[src/rtl/mc_alu.sv]
// Multi-cycle ALU with built-in ALU-control decode; 1-cycle ops, WIDTH-cycle shift-add multiply.
// Latency 1 (MUL: WIDTH); no queueing, start ignored while ready=0, ready returns the cycle after done.
module mc_alu #(
    parameter int WIDTH  = 32,
    parameter bit MUL_EN = 1'b1
) (
    input  logic             clk,
    input  logic             rst,
    input  logic             start,
    input  logic [1:0]       aluop,
    input  logic [5:0]       funct,
    input  logic [WIDTH-1:0] a,
    input  logic [WIDTH-1:0] b,
    output logic             ready,
    output logic             done,
    output logic [WIDTH-1:0] result,
    output logic             zero,
    output logic             illegal
);

    localparam int CW = (WIDTH > 2) ? $clog2(WIDTH) : 1;
    localparam logic [CW-1:0] LAST = CW'(WIDTH - 1);

    typedef enum logic [2:0] {
        OP_ADD,
        OP_SUB,
        OP_AND,
        OP_OR,
        OP_SLT,
        OP_MUL,
        OP_ILL
    } op_t;

    typedef enum logic [1:0] {
        S_IDLE,
        S_EXEC,
        S_MULT
    } state_t;

    state_t           state;
    op_t              dec_op;
    op_t              op_q;
    logic [WIDTH-1:0] a_q;
    logic [WIDTH-1:0] b_q;
    logic [WIDTH-1:0] acc;
    logic [WIDTH-1:0] acc_next;
    logic [CW-1:0]    cnt;
    logic [WIDTH-1:0] alu_res;
    logic             alu_ill;

    always_comb begin
        dec_op = OP_ILL;
        case (aluop)
            2'b00: dec_op = OP_ADD;
            2'b01: dec_op = OP_SUB;
            2'b10: begin
                case (funct)
                    6'b100000: dec_op = OP_ADD;
                    6'b100010: dec_op = OP_SUB;
                    6'b100100: dec_op = OP_AND;
                    6'b100101: dec_op = OP_OR;
                    6'b101010: dec_op = OP_SLT;
                    6'b011000: dec_op = MUL_EN ? OP_MUL : OP_ILL;
                    default:   dec_op = OP_ILL;
                endcase
            end
            default: dec_op = OP_ILL;
        endcase
    end

    always_comb begin
        alu_res = '0;
        alu_ill = 1'b0;
        case (op_q)
            OP_ADD:  alu_res = a_q + b_q;
            OP_SUB:  alu_res = a_q - b_q;
            OP_AND:  alu_res = a_q & b_q;
            OP_OR:   alu_res = a_q | b_q;
            OP_SLT:  alu_res = {{(WIDTH-1){1'b0}}, ($signed(a_q) < $signed(b_q))};
            default: alu_ill = 1'b1;
        endcase
    end

    // During MULT, a_q is the shifting multiplicand and b_q the shifting multiplier.
    assign acc_next = acc + (b_q[0] ? a_q : '0);

    always_ff @(posedge clk) begin
        if (rst) begin
            state   <= S_IDLE;
            ready   <= 1'b1;
            done    <= 1'b0;
            result  <= '0;
            zero    <= 1'b1;
            illegal <= 1'b0;
            cnt     <= '0;
            acc     <= '0;
            op_q    <= OP_ADD;
            a_q     <= '0;
            b_q     <= '0;
        end else begin
            done <= 1'b0;
            case (state)
                S_IDLE: begin
                    // ready stays low through the done cycle, giving latency+1 per issued op.
                    if (!ready) begin
                        ready <= 1'b1;
                    end else if (start) begin
                        a_q   <= a;
                        b_q   <= b;
                        op_q  <= dec_op;
                        ready <= 1'b0;
                        acc   <= '0;
                        cnt   <= '0;
                        state <= (dec_op == OP_MUL) ? S_MULT : S_EXEC;
                    end
                end
                S_EXEC: begin
                    result  <= alu_res;
                    zero    <= (alu_res == '0);
                    illegal <= alu_ill;
                    done    <= 1'b1;
                    state   <= S_IDLE;
                end
                S_MULT: begin
                    acc <= acc_next;
                    a_q <= a_q << 1;
                    b_q <= b_q >> 1;
                    cnt <= cnt + CW'(1);
                    if (cnt == LAST) begin
                        result  <= acc_next;
                        zero    <= (acc_next == '0);
                        illegal <= 1'b0;
                        done    <= 1'b1;
                        state   <= S_IDLE;
                    end
                end
                default: state <= S_IDLE;
            endcase
        end
    end

endmodule

[config.mk]
export PLATFORM = sky130hd
export DESIGN_NAME = mc_alu
export DESIGN_NICKNAME = d
export VERILOG_FILES = /design/src/rtl/mc_alu.sv
export SDC_FILE = /design/constraint.sdc
export NUM_CORES = 1
export LEC_CHECK = 0
export BUFFER_PORTS_ARGS = -buffer_cell sky130_fd_sc_hd__buf_2
export CORE_MARGIN = 2
export CORE_UTILIZATION = 51
export CTS_CLUSTER_DIAMETER = 60
export CTS_CLUSTER_SIZE = 30
export DETAILED_ROUTE_END_ITERATION = 16
export MAX_ROUTING_LAYER = met4
export PLACE_DENSITY = 0.72
export SLEW_MARGIN = 20
export SYNTH_ARGS = -nofsm -noshare
export SYNTH_HDL_FRONTEND = slang
export SYNTH_SLANG_ARGS = --single-unit
export TNS_END_PERCENT = 10
[constraint.sdc]
create_clock -name clk -period 3.85 [get_ports clk]
set_clock_uncertainty 0.2 [all_clocks]
set_input_delay 0.77 -clock clk [delete_from_list [all_inputs] [get_ports clk]]
set_output_delay 0.77 -clock clk [all_outputs]
set_load 0.01 [all_outputs]
Word level (Yosys, flattened, before mapping)
Cells that the tools add are included.

storage, ports and cells
  register bits after elaboration = 142
  input port bits = 75
  output and inout port bits = 36
  word-level logic and storage cells = 81

cells by class
  add/subtract/negate cells = 4
  order comparisons = 1
  equal/unequal tests = 19
  muxes and demuxes = 32
  bitwise operators = 2
  reduce and logical (&&, ||, !) cells = 12

operators by type and width
  cell                                                             number
  32-bit 2-to-1 mux                                                8
  32-bit one-hot mux with 2 select lines                           4
  32-bit one-hot mux with 5 select lines                           1
  32-bit adder                                                     2
  32-bit zero test                                                 2
  32-bit AND                                                       1
  32-bit < comparator                                              1
  32-bit OR                                                        1
  32-bit subtractor                                                1
  6-bit == test, second input constant                             5
  3-bit one-hot mux with 6 select lines                            1
  5-bit 2-to-1 mux                                                 2
  5-bit one-hot mux with 2 select lines                            1
  3-bit one-hot mux with 3 select lines                            1
  3-bit AND reduction                                              3
  2-bit 2-to-1 mux                                                 4
  3-bit by 2-bit == test with 1-bit output, second input constant  2
  3-bit == test, second input constant                             2
  6-bit by 5-bit == test with 1-bit output, second input constant  1
  1-bit 2-to-1 mux                                                 6
  2-bit != test, second input constant                             3
  1-bit one-hot mux with 2 select lines                            3
  5-bit by 1-bit adder with 5-bit output, second input constant    1
  5-bit == test, second input constant                             1
  other kinds (9)                                                  13

Logic depth before layout (Yosys ltp)
Gate-level depths: netlist of the first run.

  word-level depth = 8
  mapped depth = 17
  depth with buffers taken out = 15

Worst setup path before layout of the first run
No wires, ideal clock.

  kind = register -> register
  start = register a_q[0]
  end = register zero
  setup time = 0.074 ns
  arrival time = 3.465 ns
  required time = 3.576 ns
  slack = 0.111 ns
  stages on the path, launching flop included = 15
  period minus slack after synthesis = 3.739 ns
  cell sequence = dfxtp_1 > ha_1 > fa_1 > a21o_1 > a221o_1 > o31a_1 > a31oi_4 > and2b_2 > o221ai_2 > a221oi_2 > o22ai_1 > or4bb_1 > nor4_1 > nand4b_1 > a31oi_1

on the way
  word-level cells in the longest chain between the ends = 5
  elaborated cells between the ends (all ways) = 12

ends and longest elaborated chain
  item                                     RTL line  RTL
  start, declared                          43        logic [WIDTH-1:0] a_q;
  start signal, assigned                   126       a_q <= a_q << 1;
  32-bit 2-to-1 mux                        85        assign acc_next = acc + (b_q[0] ? a_q : '0);
  32-bit adder                             85
  32-bit zero test                         131       zero <= (acc_next == '0);
  1-bit 2-to-1 mux                         129       if (cnt == LAST) begin
  1-bit one-hot mux with 2 select lines *  102       case (state)
  end signal, assigned                     119       zero <= (alu_res == '0);
  end signal, assigned                     131
  end, declared                            17        output logic zero,

Mark *: on every way between the ends. The rest lies on a longest branch, timed or not. The select of a mux whose other input is x is not followed.
A chain may end at the register's enable or synchronous reset.

Worst setup path after layout of the first run
  start = register a_q[5]
  end = register zero

Same word-level chain as after synthesis.

==> results of run 1 <==
-- cell type report --
| cell class | instances | share of cell area [%] |
|---|---|---|
| clock buffer | 18 | 2.51 |
| clock inverter | 14 | 0.857 |
| inverter | 112 | 2.48 |
| multi-input combinational | 1413 | 57.4 |
| sequential | 142 | 16.7 |
| tap | 330 | 2.42 |
| timing repair buffer | 433 | 17.6 |
-- stage by stage --
stage / total power [mW] / TNS (ns) / cells / instance area, um2 / hold slack, ns
after floorplan: 3.05 / 0 / 1784 / 13100 / 0.236
after global placement: 4.20 / -0.682 / 2428 / 16100 / 0.237
after detailed placement: 4.22 / -0.973 / 2428 / 16100 / 0.240
after CTS: 5.97 / -0.257 / 2460 / 16800 / 0.250
after global routing: 6.36 / -0.823 / 2462 / 17100 / 0.273
final: 6.09 / -0.317 / 2462 / 17100 / 0.248
-- cell usage in the layout (no fill, tap or decap), types with 8 or more instances in the layout --
cell       count
a211oi_1      84
a21o_1        17
a21oi_1      159
a221o_1       10
a22oi_1       24
a31oi_1       18
buf_2        109
buf_4        319
clkbuf_16     17
dfxtp_1      138
ha_1         138
inv_1        111
mux2i_1       77
nand2_1      134
nand2b_1      18
nand3_1       22
nand4_1       16
nor2_1       271
nor2b_1       12
nor3_1        35
nor4_1        14
o211ai_1      24
o21ai_0       70
o21bai_1      11
o221ai_1       8
o31ai_1       21
or3_1          8
xnor2_1       26
xor2_1        13
-- flip-flops by register name, summed over array words and instances (netlist names) --
| register | cells |
|---|---|
| illegal | 1 |
| cnt | 5 |
| a_q | 32 |
| b_q | 32 |
| acc | 32 |
| zero | 1 |
| state | 2 |
| ready | 1 |
| op_q | 3 |
| result | 32 |
| done | 1 |
-- layer usage --
layer  global-route usage (%)  vias to the layer above  wire (um)
li1                         -                     7113          -
met1                     50.3                     6986      22500
met4                     10.4                        0       1130
met3                     4.27                       71       3490
met5                        -                        -          0
met2                     55.2                      605      21200
-- worst reg2reg max path, cell delays in order, from the launching register on --
cell and delay, ns:
dfxtp_1 0.35, inv_1 0.09, ha_4 0.29, buf_4 0.15
inv_1 0.06, a221oi_1 0.41, buf_4 0.21, a21oi_4 0.07
buf_4 0.15, nor3_1 0.38, a311oi_1 0.18, xnor2_1 0.16
o22ai_1 0.14, a211oi_1 0.31, nand4b_1 0.17, nor4_2 0.29
buf_4 0.16, nand4b_1 0.12, a31oi_1 0.18
-- worst paths after layout --
path | startpoint | to | slack (ns) | cells past startpoint
setup / recovery | a_q[5] | zero | -0.30 | 18
hold / removal | result[23] | result[23] | 0.25 | 2
setup reg to reg | a_q[5] | zero | -0.30 | 18
hold reg to reg | result[23] | result[23] | 0.25 | 2
-- power by group through the flow --
stage | registers, mW | logic [mW] | clock network [mW]
floorplan | 1.70 | 1.35 | 0
global placement | 1.67 | 2.53 | 0
detailed placement | 1.68 | 2.54 | 0
CTS | 1.64 | 2.58 | 1.75
global route | 1.66 | 2.91 | 1.79
finish | 1.64 | 2.71 | 1.74
-- cells by family after synthesis --
logic type / Yosys count / share of synthesized area (%)
simple gates: 586 / 20.1
compound gates: 556 / 28.1
buf+inv: 229 / 6.80
fa+ha+maj: 150 / 14.5
flops: 142 / 21.6
mux: 81 / 6.29
xor+xnor: 40 / 2.67
-- timing repair --
| item | in CTS | in global routing |
|---|---|---|
| hold buffers | 0 | 0 |
| setup buffers | 0 | 2 |
| pin swaps | 5 | 19 |
| endpoints found under the setup margin | 9 | 17 |
| resized for setup | 27 | 52 |
==> metrics.txt, run 1 <==
ant diodes=0; maximum number of pins on one net before global-route repair=128; Yosys cell types=between 70 and 80; kind of critical path=flip-flop to flip-flop; Via density=6.00; Comb power frac=44.5%; flops & latches, synth=around 140; FFs w/ async S/R, synth=0%; CTS tree=yes; Slew Limit Fails=0; crit end category=flip-flop; unrepaired setup endpoints after global routing=yes; detailed-router iteration count before antenna repair=5; most common cell in the netlist=nor2_1; chip width=approximately 160 um; crit path DAT=4.32 ns; worst hold path type=flip-flop to flip-flop; WL final=48.3 mm; post-route ant nets=0; Worst path max stage delay=0.41 ns; drt wl/cell=19.6 um; delay-heaviest family, CP=compound AO/OA/AOI/OAI gates; WP data required=4.02 ns; via count=14.8k; PwrDens=357 mW/mm2; Port Buffer Count=110; PnR worst setup slack=-0.297 ns; failing checks=setup timing; antenna violations before repair=0; Final Util=67.6%; Fin. Hold Viols=0; Slew headroom=30.4%; status=finished, violations left; core area=0.0253 mm2; crit-path cells=inv_1 -> ha_4 -> buf_4 -> inv_1 -> a221oi_1 -> buf_4 -> a21oi_4 -> buf_4 -> nor3_1 -> a311oi_1 -> xnor2_1 -> o22ai_1 -> a211oi_1 -> nand4b_1 -> nor4_2 -> buf_4 -> nand4b_1 -> a31oi_1; critical path launch point type=flip-flop; I/O pin count=111; number of global-route vias before repair=13.7k; Post-synth EDFFs=0; die area=about 0.027 mm2; switching power=about 2.4 mW; CP max-delay cell=a221oi_1; CP Buf/Inv Count=6; Reg area=0.00285 mm2; Clock Tree Root=clkbuf_16; clk sinks=approximately 140; synth cell count leaders=nor2_1 (272), a21oi_1 (168), ha_1 (147), dfxtp_1 (142), nand2_1 (135); syn avg cell area=about 7.4 um2; First DRT Iteration DRCs=1390; Synth Instances=1784; top cells by area, synth=dfxtp_1 (22%), ha_1 (14%), nor2_1 (7.8%); crit path max fanout=6; nets=between 2k and 2.5k; part of the cycle the worst path needs=108%; Area Overhead vs Synth=30.0%; Pint=roughly 3.7 mW; HPWL after DPL=37.7 mm; maximum vdd drop=0.000266 V; Remaining Overflow, GRT=0; leakage power=7.46 nW; synth warn=0; Post-Syn Area=0.0131 mm2; die height=about 160 um; Clock Path Buffers=2; Reg power frac=27.0%; switching share of power=39.9%; starting density of the core=52.0%; critical path's most frequent cell=buf_4; filler cell count=between 2k and 2.5k; final setup fails=2; minimum clock period=4.15 ns; row cnt=58; TritonCTS Buffers=17; Max Cap Violations=0; Remaining DRCs=0; ys flop type=dfxtp_1; worst slew pin tran=~1.0 ns; Max Freq=0.241 GHz; Worst-Skew Late Latency=0.45 ns; Net Count, Synth=2009; gp weighted congestion=0.999; layout cell share with drive strength beyond 1=25.5%; Reg clk slew, reported paths=0.08 ns; clock power share=28.5%; Synth top area share=21.6%; first-pass GRT wire length=74.3 mm; H-tree levels=4; dpl ws=-0.546 ns; GRT Total Usage=36.2%; register area share after synthesis=21.6%; area of the multi-input gates=0.00980 mm2; Synth area leader=dfxtp_1
No activity file was read; power rests on OpenSTA's default activity.
==> run 2, diff against run 1 <==
--- a/config.mk
+++ b/config.mk
@@ -13,6 +13,7 @@
 export DETAILED_ROUTE_END_ITERATION = 16
 export MAX_ROUTING_LAYER = met4
 export PLACE_DENSITY = 0.72
+export SETUP_SLACK_MARGIN = 0.3
 export SLEW_MARGIN = 20
 export SYNTH_ARGS = -nofsm -noshare
 export SYNTH_HDL_FRONTEND = slang
==> run 2 against run 1 <==
Against the previous run: the flow still finishes with violations (setup timing); critical path type unchanged; largest cell class unchanged; sequential cell count unchanged; sequential share of layout area down 0.11 points; critical path depth fell by 4; first-iteration DRC count up 14%; clock-buffer cell count down 1; clock power up 4%; sequential power hardly changed.
==> metrics.txt, run 2 (same netlist as run 1, synthesis figures left out) <==
status=finished, violations left; failing checks=setup timing; I/O pin count=111; CTS tree=yes; Area Overhead vs Synth=31.0%; die area=0.0271 mm2; TritonCTS Buffers=17; clk sinks=142; most frequent cells in the layout=buf_4 (333), nor2_1 (272), a21oi_1 (156); Remaining DRCs=0; detailed-router iteration count before antenna repair=6; Clock Tree Root=clkbuf_16; First DRT Iteration DRCs=1589; part of the cycle the worst path needs=104%; starting density of the core=roughly 52%; kind of critical path=flip-flop to flip-flop; Remaining Overflow, GRT=0; Max Cap Violations=0; crit path max fanout=5; PnR worst setup slack=-0.157 ns; layout cell share with drive strength beyond 1=26.0%; Fin. Hold Viols=0; Port Buffer Count=110; # hold bufs at CTS=0; final setup fails=2; critical path launch point type=flip-flop; final instance area=0.0172 mm2; row cnt=58; chip width=165 um; setup_tns=-0.184 ns; minimum clock period=4.01 ns; leakage power=~7.5 nW; number of global-route vias before repair=14.0k; drt wl/cell=approximately 20 um; maximum number of pins on one net before global-route repair=76; WL final=49.7 mm; H-tree levels=4; most common cell after layout, fill and taps aside=buf_4; unrepaired setup endpoints after global routing=yes; Clock Path Buffers=2; HPWL after DPL=38.9 mm; worst hold path type=flip-flop to flip-flop; Slew headroom=29.6%; Reg clk slew, reported paths=0.08 ns; Final Non-Filler Cells=around 2.5k; Slew Limit Fails=0; Pwr Total=6.22 mW; nets=2358; Max Freq=between 0.2 and 0.25 GHz; antenna violations before repair=1; Final Util=just under 70%; Worst-Skew Late Latency=0.45 ns; instance area at placement=0.0162 mm2; crit end category=flip-flop; die height=165 um; post-route ant nets=0; core area=0.0253 mm2; crit path DAT=4.19 ns; GRT Total Usage=a little under two fifths; PwrDens=361 mW/mm2; WP data required=4.03 ns; maximum vdd drop=~0.00027 V; worst slew pin tran=1.06 ns; via count=around 15k; gp weighted congestion=1.02; Via density=6.04; Placed Cells=2437; first-pass GRT wire length=between 70 and 80 mm
[run 2: critical path, cell delays in order (launching register included)]
cell and delay, ns:
dfxtp_2 0.36, ha_4 0.18, fa_2 0.35, a21o_1 0.19, a221o_1 0.37, o31a_1 0.31
a31oi_4 0.20, buf_6 0.13, o21ai_1 0.07, a221o_1 0.31, a21oi_2 0.15, or4bb_4 0.55
nor4_4 0.30, nand4b_1 0.12, a31oi_1 0.13
[run 2: per-layer routing]
layer,up-vias,GRT usage (%),part of all wire (%)
met4,0,12.0,2.8
met5,-,-,0
li1,7149,-,-
met1,7017,49.1,44
met3,97,6.33,8.3
met2,687,59.0,45
[run 2: cell type report]
class | count | area (um2)
Timing Repair Buffer | 447 | 3140
Antenna cell | 1 | 2.50
Fill cell | 2235 | 8040
Sequential cell | 142 | 2850
Clock buffer | 17 | 425
Tap cell | 330 | 413
Clock inverter | 15 | 185
Multi-Input combinational cell | 1413 | 9780
Inverter | 112 | 420
[run 2: path summary, 6_finish.rpt]
check             start          to  slack (ns)  cells past startpoint
max reg2reg      b_q[0]        zero       -0.16                     14
min reg2reg  result[25]  result[25]        0.25                      2
max              b_q[0]        zero       -0.16                     14
min          result[25]  result[25]        0.25                      2
[run 2: power breakdown]
group / internal [mW] / switching [mW] / leakage [nW]
logic: 1.19 / 1.57 / 6.07
registers: 1.57 / 0.0722 / 1.16
clock network: 0.940 / 0.871 / 0.300
total: 3.70 / 2.51 / 7.54
[run 2: timing repair]
| item | 4_1_cts | 5_1_grt |
|---|---|---|
| gates cloned | 0 | 0 |
| resized for setup | 63 | 10 |
| pin swaps | 16 | 5 |
| endpoints found under the setup margin | 21 | 29 |
| buffers inserted | 7 | 0 |
[run 2: stage by stage]
stage	hold slack (ns)	setup WS, ns
floorplan	0.236	0.181
global placement	0.236	-0.262
detailed placement	0.244	-0.357
CTS	0.253	-0.166
global route	0.275	-0.361
finish	0.250	-0.157
